===== config.mk =====
export PLATFORM = sky130hd
export DESIGN_NAME = frame_strobe_gen
export DESIGN_NICKNAME = d
export VERILOG_FILES = /design/src/rtl/frame_strobe_gen.sv
export SDC_FILE = /design/constraint.sdc
export NUM_CORES = 1
export LEC_CHECK = 0
export ABC_AREA = 1
export CAP_MARGIN = 25
export CORE_UTILIZATION = 48
export DETAILED_ROUTE_END_ITERATION = 8
export GPL_ROUTABILITY_DRIVEN = 0
export MAX_ROUTING_LAYER = met4
export PLACE_DENSITY = 0.85
export SLEW_MARGIN = 30
export SYNTH_ARGS = -nofsm -noshare
export SYNTH_HDL_FRONTEND = slang
export SYNTH_SLANG_ARGS = --single-unit
export TNS_END_PERCENT = 30

===== constraint.sdc =====
create_clock -name CLK -period 2.6 [get_ports CLK]
set_input_delay 0.52 -clock CLK [delete_from_list [all_inputs] [get_ports CLK]]
set_output_delay 0.52 -clock CLK [all_outputs]
set_load 0.01 [all_outputs]

===== src/rtl/frame_strobe_gen.sv =====
// Column-foot configuration strobe generator: decodes a frame-address word,
// filters it by column and emits a timed one-hot FrameStrobe pulse.
module frame_strobe_gen #(
  parameter int MaxFramesPerCol  = 20,
  parameter int FrameSelectWidth = 5,
  parameter int ColSelectWidth   = 5,
  parameter int Col              = 0,
  parameter int SetupCycles      = 1,
  parameter int StrobeCycles     = 1
) (
  input  logic                       CLK,
  input  logic                       resetn,
  input  logic [31:0]                FrameAddr,
  input  logic                       FrameAddrValid,
  output logic                       FrameAddrReady,
  input  logic                       ErrClr,
  output logic [MaxFramesPerCol-1:0] FrameStrobe,
  output logic                       FrameDone,
  output logic                       FrameErr,
  output logic                       Busy
);

  typedef enum logic [1:0] {IDLE, SETUP, STROBE, GAP} state_e;

  localparam logic [3:0] SetupInit  = 4'(SetupCycles);
  localparam logic [3:0] StrobeInit = 4'(StrobeCycles);

  state_e                      state_q, state_d;
  logic [3:0]                  cnt_q, cnt_d;
  logic [FrameSelectWidth-1:0] idx_q, idx_d;
  logic [MaxFramesPerCol-1:0]  strobe_q, strobe_d;
  logic                        done_q, done_d;
  logic                        err_q, err_d;

  logic [ColSelectWidth-1:0]   col_field;
  logic [FrameSelectWidth-1:0] idx_field;
  logic                        accept, col_hit, idx_ok;

  assign col_field = FrameAddr[31 -: ColSelectWidth];
  assign idx_field = FrameAddr[FrameSelectWidth-1:0];
  assign accept    = FrameAddrValid && FrameAddrReady;
  assign col_hit   = (col_field == ColSelectWidth'(Col));
  assign idx_ok    = (32'(idx_field) < 32'(MaxFramesPerCol));

  // NOTE: every variable gets its default before the case so no path leaves
  // one unassigned, which would otherwise infer a latch.
  always_comb begin
    state_d = state_q;
    cnt_d   = cnt_q;
    idx_d   = idx_q;
    err_d   = err_q;
    if (ErrClr) err_d = 1'b0;

    case (state_q)
      IDLE: begin
        if (accept && col_hit) begin
          if (!idx_ok) begin
            err_d = 1'b1;  // set overrides a simultaneous ErrClr
          end else begin
            idx_d = idx_field;
            if (SetupInit == 4'd0) begin
              state_d = STROBE;
              cnt_d   = StrobeInit;
            end else begin
              state_d = SETUP;
              cnt_d   = SetupInit;
            end
          end
        end
      end
      SETUP: begin
        if (cnt_q <= 4'd1) begin
          state_d = STROBE;
          cnt_d   = StrobeInit;
        end else begin
          cnt_d = cnt_q - 4'd1;
        end
      end
      STROBE: begin
        if (cnt_q <= 4'd1) state_d = GAP;
        else               cnt_d   = cnt_q - 4'd1;
      end
      GAP:     state_d = IDLE;
      default: state_d = IDLE;
    endcase

    // Outputs are registered alongside the state so they align with it exactly.
    strobe_d = '0;
    if (state_d == STROBE) strobe_d = MaxFramesPerCol'(1) << idx_d;
    done_d = (state_d == GAP);
  end

  // NOTE: sequential state uses non-blocking assignments so every flop samples
  // pre-edge values regardless of statement order.
  always_ff @(posedge CLK or negedge resetn) begin
    if (!resetn) begin
      state_q  <= IDLE;
      cnt_q    <= '0;
      idx_q    <= '0;
      strobe_q <= '0;
      done_q   <= 1'b0;
      err_q    <= 1'b0;
    end else begin
      state_q  <= state_d;
      cnt_q    <= cnt_d;
      idx_q    <= idx_d;
      strobe_q <= strobe_d;
      done_q   <= done_d;
      err_q    <= err_d;
    end
  end

  assign FrameAddrReady = (state_q == IDLE);
  assign Busy           = (state_q != IDLE);
  assign FrameStrobe    = strobe_q;
  assign FrameDone      = done_q;
  assign FrameErr       = err_q;

endmodule


==> out/metrics.yaml, run 1 <==
synth_cells: 199
die_x_um: 61.3
cts_made_buffers: 5
maxCapViolCount: 0
cts_tree: "done"
initial_core_util: 0.501
clkPwrFrac: 0.221
cts_resized: 0
skew_ns: 0.00897
post-dp-hpwl_um: 2420
switching_power_uw: 566
via_per_inst: 4.78
cts_hold_buf: 0
synth_top_cell_area_share: 0.490
end_kind: "primary output"
htreeDepth: 2
cp_data_arrival_time_ns: 1.77
ys_async_sr_fraction: 1.00
rsz0062_at_grt: "no"
post_drt_wl_per_cell_um: 11.0
place_ws_ns: 0.295
yosys_warnings: 0
hold_viol: 0
syn_area_per_cell_um2: 8.48
maxSlewHeadroom: 0.605
powerDensity_nw_per_um2: 687
drc: 0
drt-pass1-iter-count: 4
grt_max_degree: 34
grtUsageTotal: 0.204
antenna_found_initial: 0
nFillCells: 310
setup_tns_ns: 0
finalNetCount: 287
num_io_pins: 60
combPwrFrac: 0.379
fin_ws_ns: 0.305
die_y_um: 61.3
cpLargestDelayFamily: "buffers and inverters"
netlist_area_um2: 1690
fmax_ghz: 0.436
cts_num_sinks: 33
coreArea_um2: 3360
cp.required_ns: 2.08
ys.flop_type: "dfrtp_1"
finalPower_uw: 1500
crit_fanout: 6
register_area_um2: 826
hold_class: "flip-flop to flip-flop"
p_leak_uw: 0.00109
overflow: 0
drive_gt1_frac: 0.115
yosysSeqAreaShare: 0.490
cp_slowest_cell: "clkdlybuf4s50_1"
finalCritPeriodShare: 0.883
dieArea_um2: 3750
multi_input_area_um2: 726
finalSetupViolations: 0
clkTransAtPathRegs_ns: 0.10
outcome: "complete, no violations"
synth.net_count: 243
worstSetupStartpointType: "flip-flop"
path_cells: "inv_1 -> ha_1 -> clkdlybuf4s50_1"
vdd_ir_drop_max_v: 0.000415
final_antenna_net_count: 0
fin_hold_ws_ns: 0.552
synth_top_area_cell: "dfrtp_1"
netlist_top_cells_area: "dfrtp_1 49%, nand2_1 12%, inv_1 6.7%, nor2_1 6.5%, ha_1 5.9%"
crit_type: "flip-flop to primary output"
grt_pass1_wl_um: 5280
min_period_ns: 2.29
grt_pass1_vias: 1252
slowest_delay_ns: 0.56
swShare: 0.378
vias: 1386
port_buffers: 37
area.growth.synth_to_final_pct: 29.3
synth_cell_types: 27
cts_setup_buffers: 0
yosysMostFrequentCell: "nand2_1"
rows: 21
synth.ff_latch_count: 33
synth_edf_count: 0
synthTopCellsByCount: "52 x nand2_1, 33 x dfrtp_1, 30 x inv_1"
drt-total-wl_um: 3190
clock_path_buffers: 2
final_max_slew_viol_count: 0
drt_iter0_markers: 67
power_frac_seq: 0.400
diodes: 0
worstSkewPairLatency_ns: 0.34
internal_power_uw: 931
cts_root_buffer: "clkbuf_4"
critPathBufInv: 2
worstMarginPinSlew_ns: 0.589
-- worst reg2reg max path, cell delays in order (launching register included) --
cell and delay (ns):
dfrtp_1 0.43, inv_1 0.19, ha_1 0.26, nand2_1 0.11, nor2_4 0.15, nand3_4 0.14, o21ai_1 0.51, nand4_1 0.19
nor2_1 0.14
-- kinds of logic (layout without fill, tap and decap cells) --
family          count (synthesis)  in the layout  share of synthesized area
buf+inv                        34             79                     0.0801
simple gates                  107            107                      0.298
xor+xnor                        1              1                    0.00519
flops                          33             33                      0.490
compound gates                 16             16                     0.0675
fa+ha+maj                       8              8                     0.0593
-- state kept, by name, indices dropped and copies added, names as in the netlist --
signal	cells
FrameStrobe	20
idx_q	5
cnt_q	4
state_q	2
FrameDone	1
FrameErr	1
-- per-stage QoR --
step | cells | area (µm²) | utilization
2_1_floorplan | 199 | 1690 | -
3_3_place_gp | 282 | 2110 | 0.628
3_5_place_dp | 282 | 2110 | 0.628
4_1_cts | 290 | 2180 | 0.648
5_1_grt | 290 | 2180 | 0.648
6_report | 290 | 2180 | 0.648
-- final timing paths --
check	start	end	slack, ns	cells past startpoint
max	state_q[0]$_DFF_PN0_	FrameAddrReady	0.31	3
min	FrameErr$_DFF_PN0_	FrameErr$_DFF_PN0_	0.55	2
max reg2reg	state_q[0]$_DFF_PN0_	FrameStrobe[3]$_DFF_PN0_	0.41	8
min reg2reg	FrameErr$_DFF_PN0_	FrameErr$_DFF_PN0_	0.55	2
max in group asynchronous	resetn	FrameStrobe[12]$_DFF_PN0_	1.72	2
min in group asynchronous	resetn	cnt_q[2]$_DFFE_PN0P_	0.57	2
-- cell type report --
| class | count | area share |
|---|---|---|
| multi-input combinational | 132 | 0.333 |
| clock inverter | 1 | 0.00229 |
| clock buffer | 7 | 0.0298 |
| sequential | 33 | 0.379 |
| timing repair buffer | 38 | 0.173 |
| inverter | 33 | 0.0568 |
| tap | 46 | 0.0264 |
-- metal layers --
layer  share of wire  global-route usage
met1            0.45               0.247
met2            0.49               0.328
met3           0.045              0.0504
met4           0.014              0.0779
met5               0                   -
-- power by group through the flow --
| stage | clock (µW) | sequential [µW] | combinational [µW] |
|---|---|---|---|
| finish | 331 | 599 | 567 |
| global route | 355 | 605 | 642 |
| CTS | 336 | 600 | 566 |
| detailed placement | 0 | 610 | 564 |
| global placement | 0 | 609 | 540 |
| floorplan | 0 | 611 | 395 |
-- cell usage in the layout (no fill, tap or decap), drive strengths merged, types with 2 or more instances in the layout --
cell type and instances:
o21bai 2, inv 32, nor2 33, nand3 5
a21oi 3, ha 8, dfrtp 33, clkdlybuf4s50 37
o21ai 8, nand2 58, nand4 11, clkbuf 7
clkinv 2
No activity file was read; power rests on OpenSTA's default activity.
==> run 2: changes to the inputs <==
--- a/config.mk
+++ b/config.mk
@@ -6,12 +6,14 @@
 export NUM_CORES = 1
 export LEC_CHECK = 0
 export ABC_AREA = 1
+export ABC_CLOCK_PERIOD_IN_PS = 2600
 export CAP_MARGIN = 25
 export CORE_UTILIZATION = 48
 export DETAILED_ROUTE_END_ITERATION = 8
 export GPL_ROUTABILITY_DRIVEN = 0
 export MAX_ROUTING_LAYER = met4
 export PLACE_DENSITY = 0.85
+export SKIP_CTS_REPAIR_TIMING = 1
 export SLEW_MARGIN = 30
 export SYNTH_ARGS = -nofsm -noshare
 export SYNTH_HDL_FRONTEND = slang
==> results of run 2 <==
Final layout, timing and power as in run 1 (identical DEF).
